$ cat src/rtl/lzc_pkg.sv
// Shared definitions for the streaming leading-zero counter.
//   MODE_NORMAL / MODE_TURBO : encoding of the mode input (1 or LANES words per beat)
//   state_t                  : frame-level FSM states
package lzc_pkg;

  localparam logic MODE_NORMAL = 1'b0;
  localparam logic MODE_TURBO  = 1'b1;

  typedef enum logic [1:0] {
    IDLE    = 2'd0,
    COLLECT = 2'd1,
    DONE    = 2'd2
  } state_t;

endpackage

$ cat src/rtl/lzc_word.sv
// Combinational leading-zero count of a single word.
//   word     : operand, MSB first
//   count    : number of leading zeros, 0..WIDTH
//   all_zero : high when the word contains no set bit
module lzc_word #(
  parameter int WIDTH = 8,
  localparam int CLW  = $clog2(WIDTH) + 1
) (
  input  logic [WIDTH-1:0] word,
  output logic [CLW-1:0]   count,
  output logic             all_zero
);

  logic hit;

  // Scan from the MSB; the first set bit fixes the count. An all-zero
  // word falls through with count = WIDTH.
  always_comb begin
    count = CLW'(WIDTH);
    hit   = 1'b0;
    for (int i = WIDTH - 1; i >= 0; i--) begin
      if (word[i] && !hit) begin
        count = CLW'(WIDTH - 1 - i);
        hit   = 1'b1;
      end
    end
  end

  assign all_zero = ~|word;

endmodule

$ cat src/rtl/lzc_stream.sv
// Streaming leading-zero counter over a WIDTH*WORD-bit operand delivered
// most significant word first, one word (NORMAL) or LANES words (TURBO)
// per beat. The count is accumulated beat by beat; the operand is never stored.
//   clk, rst_n      : clock, synchronous active-low reset
//   data            : beat payload, lane 0 in the top WIDTH bits
//   ivalid / iready : input handshake
//   mode            : NORMAL/TURBO, sampled on the first beat of a frame
//   zeros           : registered leading-zero count of the finished frame
//   ovalid / oready : output handshake
module lzc_stream
  import lzc_pkg::*;
#(
  parameter int WIDTH = 8,
  parameter int WORD  = 4,
  parameter int LANES = 2,
  localparam int CW   = $clog2(WIDTH * WORD) + 1
) (
  input  logic                   clk,
  input  logic                   rst_n,
  input  logic [WIDTH*LANES-1:0] data,
  input  logic                   ivalid,
  output logic                   iready,
  input  logic                   mode,
  output logic [CW-1:0]          zeros,
  output logic                   ovalid,
  input  logic                   oready
);

  localparam int CLW  = $clog2(WIDTH) + 1;
  // Counter must hold the post-increment value before the end-of-frame test.
  localparam int CNTW = $clog2(WORD + LANES + 1);

  state_t            state_reg, state_next;
  logic [CW-1:0]     acc_reg, acc_next;
  logic              found_reg, found_next;
  logic [CNTW-1:0]   cnt_reg, cnt_next;
  logic              mode_reg, mode_next;
  logic [CW-1:0]     zeros_reg, zeros_next;

  logic [CLW-1:0]    lane_cnt  [LANES];
  logic              lane_zero [LANES];
  logic [CW-1:0]     chain_acc   [LANES+1];
  logic              chain_found [LANES+1];

  logic              first_beat;
  logic              turbo;
  logic [CNTW-1:0]   cnt_sum;

  // The first beat of a frame starts from a cleared accumulator and uses the
  // live mode input; later beats continue from the registered state.
  assign first_beat     = (state_reg == IDLE);
  assign turbo          = first_beat ? (mode == MODE_TURBO) : (mode_reg == MODE_TURBO);
  assign chain_acc[0]   = first_beat ? '0   : acc_reg;
  assign chain_found[0] = first_beat ? 1'b0 : found_reg;
  assign cnt_sum        = (first_beat ? '0 : cnt_reg)
                        + (turbo ? CNTW'(LANES) : CNTW'(1));

  generate
    for (genvar gi = 0; gi < LANES; gi++) begin : g_lane
      logic active;

      lzc_word #(.WIDTH(WIDTH)) u_word (
        .word     (data[WIDTH*(LANES-gi)-1 -: WIDTH]),
        .count    (lane_cnt[gi]),
        .all_zero (lane_zero[gi])
      );

      // Only lane 0 contributes in NORMAL mode. Once a set bit has been
      // seen in an earlier word/lane, later words add nothing.
      assign active             = (gi == 0) || turbo;
      assign chain_acc[gi+1]    = (active && !chain_found[gi])
                                  ? chain_acc[gi] + CW'(lane_cnt[gi])
                                  : chain_acc[gi];
      assign chain_found[gi+1]  = chain_found[gi] | (active & ~lane_zero[gi]);
    end
  endgenerate

  always_ff @(posedge clk) begin
    if (!rst_n) begin
      state_reg <= IDLE;
      acc_reg   <= '0;
      found_reg <= 1'b0;
      cnt_reg   <= '0;
      mode_reg  <= MODE_NORMAL;
      zeros_reg <= '0;
    end else begin
      state_reg <= state_next;
      acc_reg   <= acc_next;
      found_reg <= found_next;
      cnt_reg   <= cnt_next;
      mode_reg  <= mode_next;
      zeros_reg <= zeros_next;
    end
  end

  always_comb begin
    state_next = state_reg;
    acc_next   = acc_reg;
    found_next = found_reg;
    cnt_next   = cnt_reg;
    mode_next  = mode_reg;
    zeros_next = zeros_reg;
    case (state_reg)
      IDLE, COLLECT: begin
        if (ivalid) begin
          acc_next   = chain_acc[LANES];
          found_next = chain_found[LANES];
          cnt_next   = cnt_sum;
          if (state_reg == IDLE) begin
            mode_next = mode;
          end
          if (cnt_sum >= CNTW'(WORD)) begin
            state_next = DONE;
            zeros_next = chain_acc[LANES];
          end else begin
            state_next = COLLECT;
          end
        end
      end
      DONE: begin
        if (oready) begin
          state_next = IDLE;
        end
      end
      default: state_next = IDLE;
    endcase
  end

  assign iready = (state_reg != DONE);
  assign ovalid = (state_reg == DONE);
  assign zeros  = zeros_reg;

endmodule

$ cat config.mk
export PLATFORM = sky130hd
export DESIGN_NAME = lzc_stream
export DESIGN_NICKNAME = d
export VERILOG_FILES = /design/src/rtl/lzc_pkg.sv /design/src/rtl/lzc_word.sv /design/src/rtl/lzc_stream.sv
export SDC_FILE = /design/constraint.sdc
export NUM_CORES = 1
export LEC_CHECK = 0
export BUFFER_PORTS_ARGS = -buffer_cell sky130_fd_sc_hd__buf_2
export CAP_MARGIN = 20
export CELL_PAD_IN_SITES_DETAIL_PLACEMENT = 1
export CELL_PAD_IN_SITES_GLOBAL_PLACEMENT = 2
export CORE_AREA = 2 2 70 72
export DETAILED_ROUTE_END_ITERATION = 8
export DIE_AREA = 0 0 72 74
export GPL_TIMING_DRIVEN = 0
export PLACE_DENSITY_LB_ADDON = 0.1
export RECOVER_POWER = 100
export SETUP_SLACK_MARGIN = 0.4
export SLEW_MARGIN = 40
export SYNTH_ARGS = -nofsm -noshare
export SYNTH_HDL_FRONTEND = slang
export SYNTH_SLANG_ARGS = --single-unit
$ cat constraint.sdc
create_clock -name clk -period 9.6 [get_ports clk]
set_clock_uncertainty 0.1 [all_clocks]
set_input_delay 0.96 -clock clk [delete_from_list [all_inputs] [get_ports clk]]
set_output_delay 0.96 -clock clk [all_outputs]
set_load 0.005 [all_outputs]
==> out/results.ini <==
[global_routing]
grt_pass1_wl_um=6410
antenna_found_initial=0
gr-usage-all-layers_pct=15.7
grt_max_degree=11
grt_pass1_vias=1378
gr-total-overflow=0

[clocking]
cts_hold_buf=0
numCtsBuffers=3
insertion_delay_ns=0.25
h-tree-depth=1
clock_sinks=19
ctsResizeCount=0
clk_pin_slew_ns=0.07
cts-root-buf=clkbuf_8
post-cts-setup-buffers=0
clock_path_buffers=2
cts_tree=built

[logic_synthesis]
netlist_top_cells_count=21 x nand2_1, 19 x dfxtp_1, 16 x nor2_1
synth-main-ff-cell=dfxtp_1
synth_top_cell_by_area=dfxtp_1
synth_top_cell_area_share_pct=25.5
synth.most_common_cell=nand2_1
yosysWarnings=0
synth_cells=178
yosysSeqAreaShare_pct=25.5
synth_cell_type_count=43
synth-edff-count=0
netlist_area_mm2=0.00149
async_reset_ff_share_pct=0
synth_area_leaders=dfxtp_1 25%, ha_1 8.4%, nand2_1 5.3%
postSynthAreaPerCell_um2=8.39
synthesis.nets=212
ys_seq_elements=19

[worst_setup_path]
cp.required_ns=9.63
cp_common_cell=a21o_1
cp-start-kind=input port
crit_fanout=3
cpPeakStageDelay_ns=0.49
path_cells=clkbuf_1 > nor4_1 > nand2_1 > o32ai_1 > ha_1 > inv_1 > fa_1 > a21oi_1 > ha_1 > a21o_1 > a21o_1 > a21o_1 > nand3_1 > xnor2_1 > a21oi_1
slowest_stage=nor4_1
cp_top_family=compound AO/OA/AOI/OAI gates
path_buf_inv=2
end_kind=register
crit_arrival_ns=4.22
crit_type=input port to register

[sta]
worst-slew-pin-transition_ns=0.561
relSlewSlack_pct=62.3
setup_viol=0
timing.hold.ws_ns=0.376
slew_violations=0
fmax_ghz=0.239
timing.setup.tns_ns=0
grt_setup_unrepaired=no
hold_violations=0
fin_crit_ns=4.19
final.period_utilization_pct=43.6

[place]
globalplace.congestion=0.863
place_area_mm2=0.00170
dpl.hpwl_um=3250
io_buffers=28

[layout]
n_antenna_cell=0
drive_gt1_share_pct=15.7
stdcell_area_mm2=0.00170
synthToLayoutAreaGrowth_pct=13.7
nets=245

[hold_path]
hp-class=register to register

[die]
start_util_pct=32.5
die_x_um=72
core_mm2=0.00460
die-area_mm2=0.00533
row_count=25
die_h_um=74
pin_count=29

[power]
peakVddDrop_mv=0.0499
total_power_mw=0.182
leakagePower_nw=0.793
p_per_area_mw_per_mm2=107

[routing]
dr.pass1.iters=4
drc=0
via_per_inst=5.07
drt_iter0_drc=33
ant_nets=0
wl_um=3860
post_drt_wl_per_cell_um=14.6
vias=1338

[outcome]
outcome=complete, no violations

[job]
maxCapViolations=0

## path summary, 6_finish.rpt
path | start | to | slack, ns | cells past startpoint
setup / recovery | data[15] | zeros[5] | 5.41 | 15
hold / removal | cnt_reg[1] | cnt_reg[1] | 0.38 | 2
setup reg to reg | state_reg[1] | zeros[5] | 6.02 | 15
hold reg to reg | cnt_reg[1] | cnt_reg[1] | 0.38 | 2
## power by group
| group | switching, mW | internal (mW) |
|---|---|---|
| Sequential | 0.00355 | 0.0827 |
| Combinational | 0.0227 | 0.0171 |
| Clock | 0.0260 | 0.0295 |
## logic make-up (layout without fill, tap and decap cells)
kind of cell	Yosys count	count (layout)	synth area share, %
fa+ha+maj	13	13	12.4
buf+inv	16	48	5.11
flops	19	19	25.5
compound gates	50	50	23.4
mux	7	7	5.78
xor+xnor	7	7	4.10
simple gates	66	66	23.8
## through the flow
step	utilization, %	setup slack, ns	instances
5_1_grt	36.9	5.18	264
2_1_floorplan	-	5.80	178
4_1_cts	38.0	5.58	264
3_3_place_gp	37.0	5.36	260
3_5_place_dp	37.0	5.32	260
6_report	36.9	5.41	264
## metal layers
metal,global-route usage [%],wire [um],up-vias
met4,3.56,46,0
li1,-,-,686
met1,19.2,1740,626
met3,2.98,130,7
met2,28.6,1950,19
met5,0,0,-
## worst min-delay path, cell delays in order, from the launching register on
cell and delay (ns):
dfxtp_1 0.31, nand2_1 0.05, a21boi_0 0.07
## placed cells by master (no fill, tap or decap), drive strengths merged, types with 4 or more instances in the layout
| master | Yosys | layout |
|---|---|---|
| nor2b | 6 | 6 |
| o21ai | 12 | 12 |
| and2 | 5 | 5 |
| inv | 11 | 11 |
| mux2 | 4 | 4 |
| a21oi | 14 | 14 |
| nand2 | 21 | 21 |
| a21o | 4 | 4 |
| o211a | 4 | 4 |
| nand2b | 4 | 4 |
| clkbuf | 2 | 17 |
| buf | 3 | 20 |
| dfxtp | 19 | 19 |
| xor2 | 4 | 4 |
| a21boi | 5 | 5 |
| nor2 | 16 | 16 |
| ha | 10 | 10 |
| nor3 | 5 | 5 |
## layout make-up
type	instances	area (um2)
fill	571	2900
buffer	5	26.3
tap	54	67.6
clock buffer	4	45.0
timing repair buffer	28	129
inverter	11	41.3
sequential	19	380
multi-input combinational	143	1010
(Power assumes the default switching activity.)
